===== config.mk =====
export PLATFORM = sky130hd
export DESIGN_NAME = button_conditioner
export DESIGN_NICKNAME = d
export VERILOG_FILES = /design/src/rtl/gv_input_pkg.sv /design/src/rtl/button_conditioner_debounce.sv /design/src/rtl/button_conditioner.sv
export SDC_FILE = /design/constraint.sdc
export NUM_CORES = 1
export LEC_CHECK = 0
export CAP_MARGIN = 25
export CORE_ASPECT_RATIO = 0.8
export CORE_MARGIN = 10
export CORE_UTILIZATION = 62
export CTS_CLUSTER_DIAMETER = 80
export DETAILED_ROUTE_END_ITERATION = 6
export GPL_ROUTABILITY_DRIVEN = 0
export PLACE_DENSITY = 0.84
export SLEW_MARGIN = 10
export SYNTH_ARGS = -nofsm -noshare
export SYNTH_HDL_FRONTEND = slang
export SYNTH_SLANG_ARGS = --single-unit

===== constraint.sdc =====
create_clock -name clk -period 4.8 [get_ports clk]
set_input_delay 1.44 -clock clk [delete_from_list [all_inputs] [get_ports clk]]
set_output_delay 1.44 -clock clk [all_outputs]
set_load 0.02 [all_outputs]

===== src/rtl/gv_input_pkg.sv =====
// Shared defaults and helpers for the button input front end.
// Debounce defaults give 10 ms at a 12 MHz clock.
package gv_input_pkg;

  localparam int NBTN       = 4;
  localparam int DEB_CYCLES = 120000;
  localparam int CNT_W      = 17;

  typedef logic [NBTN-1:0] btn_mask_t;

  // Saturating 8-bit accumulate, used for the lost-press counter.
  function automatic logic [7:0] sat_add8(input logic [7:0] a, input logic [7:0] b);
    logic [8:0] sum;
    sum = {1'b0, a} + {1'b0, b};
    return sum[8] ? 8'hFF : sum[7:0];
  endfunction

endpackage


===== src/rtl/button_conditioner_debounce.sv =====
// One button channel: two-flop synchroniser, disagreement counter,
// accepted level and single-cycle press/release strobes.
module btn_debounce #(
  parameter int DEB_CYCLES = 120000,
  parameter int CNT_W      = 17
) (
  input  logic clk,
  input  logic rst,
  input  logic raw,
  output logic held,
  output logic press_pulse,
  output logic release_pulse
);

  localparam logic [CNT_W-1:0] CNT_TC = CNT_W'(DEB_CYCLES - 1);

  logic             s1;
  logic             s2;
  logic [CNT_W-1:0] cnt;

  always_ff @(posedge clk) begin
    if (rst) begin
      s1            <= 1'b0;
      s2            <= 1'b0;
      cnt           <= '0;
      held          <= 1'b0;
      press_pulse   <= 1'b0;
      release_pulse <= 1'b0;
    end else begin
      s1            <= raw;
      s2            <= s1;
      press_pulse   <= 1'b0;
      release_pulse <= 1'b0;
      if (s2 == held) begin
        cnt <= '0;
      end else if (cnt == CNT_TC) begin
        // Level accepted: strobes line up with the first cycle of the new level.
        held          <= s2;
        cnt           <= '0;
        press_pulse   <= s2;
        release_pulse <= ~s2;
      end else begin
        cnt <= cnt + CNT_W'(1);
      end
    end
  end

endmodule


===== src/rtl/button_conditioner.sv =====
// Button front end: per-lane debounce plus a press-event channel
// that merges presses until the game core accepts them.
module button_conditioner #(
  parameter int NBTN       = gv_input_pkg::NBTN,
  parameter int DEB_CYCLES = gv_input_pkg::DEB_CYCLES,
  parameter int CNT_W      = gv_input_pkg::CNT_W
) (
  input  logic            clk,
  input  logic            rst,
  input  logic [NBTN-1:0] btn_raw,
  output logic [NBTN-1:0] held,
  output logic [NBTN-1:0] press_pulse,
  output logic [NBTN-1:0] release_pulse,
  output logic            evt_valid,
  output logic [NBTN-1:0] evt_code,
  input  logic            evt_ready,
  output logic [7:0]      drop_cnt
);

  import gv_input_pkg::*;

  logic [NBTN-1:0] pend;
  logic [NBTN-1:0] pend_next;
  logic [NBTN-1:0] lost;
  logic [7:0]      lost_n;
  logic            accept;

  for (genvar i = 0; i < NBTN; i++) begin : g_ch
    btn_debounce #(
      .DEB_CYCLES (DEB_CYCLES),
      .CNT_W      (CNT_W)
    ) u_deb (
      .clk           (clk),
      .rst           (rst),
      .raw           (btn_raw[i]),
      .held          (held[i]),
      .press_pulse   (press_pulse[i]),
      .release_pulse (release_pulse[i])
    );
  end

  assign evt_code  = pend;
  assign evt_valid = |pend;
  assign accept    = evt_valid & evt_ready;

  // A press arriving on the accept edge is kept for the next event.
  always_comb begin
    pend_next = (pend & ~(accept ? pend : '0)) | press_pulse;
    lost      = press_pulse & pend & {NBTN{~accept}};
    lost_n    = '0;
    for (int i = 0; i < NBTN; i++) begin
      lost_n = lost_n + 8'(lost[i]);
    end
  end

  always_ff @(posedge clk) begin
    if (rst) begin
      pend     <= '0;
      drop_cnt <= '0;
    end else begin
      pend     <= pend_next;
      drop_cnt <= sat_add8(drop_cnt, lost_n);
    end
  end

endmodule


======== After elaboration in Yosys (flattened, before gate mapping) ========
Cells that the tools add are included.
word-level totals
  bits in registers ....................... 100
  output and inout bits ................... 25
  word-level logic and storage cells ...... 76
operators by class
  add/sub/neg operators ................... 8
  equality and inequality tests ........... 8
  multiplexer cells ....................... 2
  bitwise gates (word level) .............. 19
  reduce and logical (&&, ||, !) cells .... 13
operators by type and width
  operator                                                          number
  17-bit by 1-bit adder with 17-bit output (second input constant)  4
  17-bit equality test (second input constant)                      4
  3-bit OR reduction                                                8
  1-bit inverter                                                    13
  4-bit bitwise AND                                                 3
  8-bit by 4-bit adder with 9-bit output                            1
  8-bit two-way mux                                                 1
  2-bit AND reduction                                               4
  3-bit by 1-bit adder with 4-bit output                            1
  1-bit equality test                                               4
  4-bit two-way mux                                                 1
  4-bit inverter                                                    1
  4-bit bitwise OR                                                  1
  4-bit OR reduction                                                1
  2-bit by 1-bit adder with 3-bit output                            1
  1-bit by 1-bit adder with 2-bit output                            1
  1-bit bitwise AND                                                 1

======== Depth between registers and ports, before layout ========
  depth in word-level cells ............... 9
  depth in mapped cells ................... 10
  gate-level depth less buffers ........... 10

======== Cells and area by module ========
From an unflattened synthesis, not the netlist that was laid out.
second synthesis, totals
  cells, all modules ...................... 482
  area total of the unflattened synthesis .. 4,430.5 µm²
by module, submodules not included
  module                            times used  cells an instance  area each (µm²)  seq. area each (µm²)
  btn_debounce (g_ch[0].u_deb ...)  3           104                964.7            440.4
  btn_debounce (g_ch[2].u_deb)      1           105                959.7            440.4
  button_conditioner                1           65                 576.8            240.2

======== Worst setup path after synthesis ========
No wires, ideal clock.
  path type ............................... in2reg
  from .................................... input evt_ready
  to ...................................... register drop_cnt[0]
  setup time .............................. 71 ps
  arrival time ............................ 3,515 ps
  data required time ...................... 4,729 ps
  path slack .............................. 1,214 ps
  stages .................................. 10
  buffers on the path ..................... 0
  cells stage by stage .................... nor2b_1 nand2_1 fa_1 fa_1 inv_1 fa_1 and3_1 and3_1 nand3_1 a21oi_1
on the way
  word-level cells in the longest chain between the ends .. 8
RTL lines
  what                                      RTL line                  source
  from (decl)                               button_conditioner.sv:16  input logic evt_ready,
  1-bit bitwise AND *                       button_conditioner.sv:44  assign accept = evt_valid & evt_ready;
  1-bit inverter *                          button_conditioner.sv:49  lost = press_pulse & pend & {NBTN{~accept}};
  4-bit bitwise AND *                       button_conditioner.sv:49
  1-bit by 1-bit adder with 2-bit output    button_conditioner.sv:52  lost_n = lost_n + 8'(lost[i]);
  2-bit by 1-bit adder with 3-bit output    button_conditioner.sv:52
  3-bit by 1-bit adder with 4-bit output *  button_conditioner.sv:52
  8-bit by 4-bit adder with 9-bit output *  gv_input_pkg.sv:14        sum = {1'b0, a} + {1'b0, b};
  8-bit two-way mux *                       gv_input_pkg.sv:15        return sum[8] ? 8'hFF : sum[7:0];
  to (signal assigned)                      button_conditioner.sv:62  drop_cnt <= sat_add8(drop_cnt, lost_n);
  to (decl)                                 button_conditioner.sv:17  output logic [7:0] drop_cnt
Mark *: on every way between the ends. The rest lies on a longest branch, timed or not.
A chain may end at the register's enable or synchronous reset.

======== Final worst setup path ========
Ends and elaborated chain as after synthesis.

==> results.txt <==
----------------------------------------------------
[Outcome]
  Result of the run ... finished clean

[Clock network]
  Maximum buffer depth of the clock tree ... 2
  Gates resized, CTS repair ... 0
  Clock tree from TritonCTS ... done
  Setup bufs post-CTS ... 0
  TritonCTS sink count ... 100
  Library cell used as clock root buffer ... sky130_fd_sc_hd__clkbuf_8
  Number of levels the H-tree was split into ... 3
  Clock buffer count from CTS ... 9
  Insertion delay to the later sink of the worst-skew pair ... 0.37 ns
  Count of hold buffers inserted by post-cts repair ... 0
  Clock slew at reported path FFs ... 0.09 ns

[Drt]
  TritonRoute pass-1 iters ... 5
  Via total after detailed routing ... 3359
  Average vias per placed instance ... 5.65
  Detailed-route DRC error count ... 0
  Detailed-route wire length per cell ... 14.7 µm
  Antenna viol nets, final ... 0
  Aggregate routed wire length ... 8740 µm
  Number of violations reported at the end of detailed-routing iteration 0 ... 184
  Total met3 wirelength after detailed routing ... 537 µm
  Post-Route M1 WL ... 4100 µm
  Uppermost layer routed ... met4
  Detail Route met2 WL ... 4040 µm

[Floorplanning]
  Floorplan die area ... 0.0108 mm²
  Cell Rows ... 27
  Core Region ... 0.00686 mm²
  Number of top-level pins ... 32
  Die Height ... 95.1 µm
  Die width ... 114 µm
  Initial Util ... 0.637

[Finish]
  # nets final ... 519
  Final non-filler cell total ... 595
  Area growth from synthesis to final layout ... 11.5%
  Share of cells above drive strength 1 ... 0.0531
  Register area ... 0.00200 mm²
  Commonest non-fill, non-tap cells in the layout ... sky130_fd_sc_hd__dfxtp_1, sky130_fd_sc_hd__nor2_1, sky130_fd_sc_hd__xnor2_1, sky130_fd_sc_hd__clkdlybuf4s50_1, sky130_fd_sc_hd__nand3_1
  Multi-input gate area in the final layout ... 0.00216 mm²
  Final design utilization ... 0.711
  Fill count ... 524
  Total inserted antenna cells ... 0
  Most common cell after layout, fill and taps aside ... sky130_fd_sc_hd__dfxtp_1

[Timing]
  Normalized max-slew margin ... 0.533
  Final count of pins violating max slew ... 0
  Fin crit share ... 0.820
  Final TNS setup ... 0 ns
  Max frequency ... 254 MHz
  Final hold violation count ... 0
  Count of endpoints failing setup in the final report ... 0
  Setup repair after global routing missed its margin ... false
  Skew final ... 0.0127 ns
  Worst slew pin tran ... 0.701 ns
  Final critical delay including setup and external delays ... 3.94 ns

[Global route]
  Initial antenna violation count ... 0
  First-pass GRT wire length ... 14700 µm
  Maximum number of pins on one net before global-route repair ... 37
  GRT overflow ... 0
  Aggregate global-route resource usage ... 0.164
  Vias in the first global route ... 3185

[Placed design]
  Number of placed instances, taps included ... 578
  Sum of net half-perimeters after detailed placement ... 6180 µm
  I/O Buffers ... 31

[Logic synthesis]
  Number of storage elements in the synthesis netlist ... 100
  Synth warn ... 0
  Sequential-to-total area share from yosys stat ... 0.458
  Number of synthesized flops with an enable pin ... 0
  Number of instances in the synthesized netlist ... 483
  Total nets after synthesis ... 498
  Count of unique library cells instantiated by Yosys ... 44
  Top flip-flop cell by instance count after synthesis ... sky130_fd_sc_hd__dfxtp_1
  Post-synthesis average cell area ... 9.05 µm²
  FFs w/ async S/R, synth ... 0
  Cell Area, Synth ... 0.00437 mm²

[Setup path]
  Reg2Reg Launch Point ... evt_code[0]
  Critical path's most frequent cell ... sky130_fd_sc_hd__fa_1
  CP cell instances ... clkdlybuf4s50_1, nor2b_1, nand2_1, fa_1, fa_1, inv_1, fa_1, and3_1, and3_1, nand3_1, a21oi_1
  Worst setup path class ... in2reg
  Max stage delay cell, worst path ... sky130_fd_sc_hd__clkdlybuf4s50_1
  Critical Path Start Type ... input port
  Number of cells on the worst reg-to-reg path ... 10
  Worst Path Arrival ... 4.23 ns
  Launch point of the critical path ... evt_ready
  Number of cells on the critical path ... 11
  Req. time, crit path ... 5.10 ns
  Highest net fanout along the worst path ... 6
  Crit path to ... drop_cnt[0]
  Worst reg2reg path endpoint ... drop_cnt[0]
  Top cell family by delay on the critical path ... adder cells
  Category of the worst setup path capture point ... flip-flop
  Buffers & Inverters on Critical Path ... 2
  Register-to-register setup slack ... 2.03 ns
  Worst path max stage delay ... 0.49 ns

[Power]
  Pleak ... 1.50 nW
  Power density relative to cell area ... 294 mW/mm²
  Worst VDD drop ... 0.000163 V

[Worst hold path]
  Worst hold-check path type ... reg2reg

[Run]
  Number of maximum-capacitance constraint violations ... 0

----------------------------------------------------
## report_power, final
group | leakage [nW] | switching (mW) | internal [mW] | total (mW)
registers | 0.807 | 0.00295 | 0.833 | 0.836
clock network | 0.102 | 0.283 | 0.292 | 0.575
logic | 0.594 | 0.0130 | 0.00918 | 0.0222
## worst reg2reg max path, stage by stage, from the launching register on
cell	delay [ns]
sky130_fd_sc_hd__dfxtp_1	0.40
sky130_fd_sc_hd__nor2b_1	0.19
sky130_fd_sc_hd__nand2_1	0.10
sky130_fd_sc_hd__fa_1	0.49
sky130_fd_sc_hd__fa_1	0.45
sky130_fd_sc_hd__inv_1	0.08
sky130_fd_sc_hd__fa_1	0.21
sky130_fd_sc_hd__and3_1	0.21
sky130_fd_sc_hd__and3_1	0.19
sky130_fd_sc_hd__nand3_1	0.20
sky130_fd_sc_hd__a21oi_1	0.19
## worst min-delay path by stage
stage                     start               end  slack [ns]  cells after the start
4_1_cts        g_ch[3].u_deb.s1  g_ch[3].u_deb.s2        0.45                      1
3_5_place_dp   g_ch[3].u_deb.s1  g_ch[3].u_deb.s2        0.43                      1
3_3_place_gp   g_ch[3].u_deb.s1  g_ch[3].u_deb.s2        0.42                      1
2_1_floorplan  g_ch[0].u_deb.s1  g_ch[0].u_deb.s2        0.41                      1
5_1_grt        g_ch[3].u_deb.s1  g_ch[3].u_deb.s2        0.47                      1
6_report       g_ch[3].u_deb.s1  g_ch[3].u_deb.s2        0.45                      1
## cells by family after synthesis
group,after synthesis,synth area share
and+or+nand+nor,243,0.297
DFF,100,0.458
xor gates and xnor gates,63,0.126
buffers and inverters,39,0.0475
AOI/OAI and AO/OA,29,0.0415
adders and majority gates,8,0.0280
muxes,1,0.00229
## state kept, by name (all words and copies together) (netlist names)
name,flops
g_ch.u_deb.cnt,68
drop_cnt,8
evt_code,4
g_ch.u_deb.held,4
g_ch.u_deb.press_pulse,4
g_ch.u_deb.release_pulse,4
g_ch.u_deb.s1,4
g_ch.u_deb.s2,4
## metrics by stage
step	power (mW)	hold slack (ns)	setup WS [ns]	area, µm²
after CTS	1.44	0.453	0.881	4860
after global routing	1.48	0.473	0.671	4870
after global placement	0.876	0.420	0.589	4650
final	1.43	0.450	0.865	4870
after floorplan	0.868	0.414	1.21	4370
after detailed placement	0.877	0.434	0.506	4650
## layout make-up
type	instances	area share
clock buffers	9	0.0254
multi-input cells	344	0.444
well taps	87	0.0223
clock inverters	6	0.0182
flip-flops and latches	100	0.411
inverters	15	0.0116
repair buffers	34	0.0683
## per-layer routing
metal,vias to the layer above,global-route usage
met5,-,0
met4,0,0.0438
met3,4,0.0578
met2,76,0.265
met1,1582,0.205
li1,1697,-
## cell usage after synthesis (2+ instances only)
master	instances	share of area
sky130_fd_sc_hd__and4_1	5	0.010
sky130_fd_sc_hd__fa_1	3	0.014
sky130_fd_sc_hd__nand4b_1	3	0.0060
sky130_fd_sc_hd__buf_2	4	0.0046
sky130_fd_sc_hd__o21ai_0	7	0.0080
sky130_fd_sc_hd__or3_1	5	0.0072
sky130_fd_sc_hd__nand2_1	20	0.017
sky130_fd_sc_hd__nand3_1	26	0.030
sky130_fd_sc_hd__or4_1	3	0.0052
sky130_fd_sc_hd__inv_1	15	0.013
sky130_fd_sc_hd__xnor2_1	38	0.076
sky130_fd_sc_hd__nand2b_1	6	0.0086
sky130_fd_sc_hd__and3_1	9	0.013
sky130_fd_sc_hd__a21oi_1	14	0.016
sky130_fd_sc_hd__nor4b_1	3	0.0060
sky130_fd_sc_hd__buf_4	13	0.022
sky130_fd_sc_hd__nand4_1	22	0.031
sky130_fd_sc_hd__ha_1	5	0.014
sky130_fd_sc_hd__nor2b_1	15	0.021
sky130_fd_sc_hd__nor4bb_1	3	0.0069
sky130_fd_sc_hd__nor3_1	17	0.019
sky130_fd_sc_hd__or4_4	2	0.0052
sky130_fd_sc_hd__nor4_1	17	0.024
sky130_fd_sc_hd__xor2_1	25	0.050
sky130_fd_sc_hd__dfxtp_1	100	0.46
sky130_fd_sc_hd__nor2_1	78	0.067
sky130_fd_sc_hd__clkbuf_1	6	0.0052
sky130_fd_sc_hd__and2_1	3	0.0043
No activity file was read; power rests on OpenSTA's default activity.
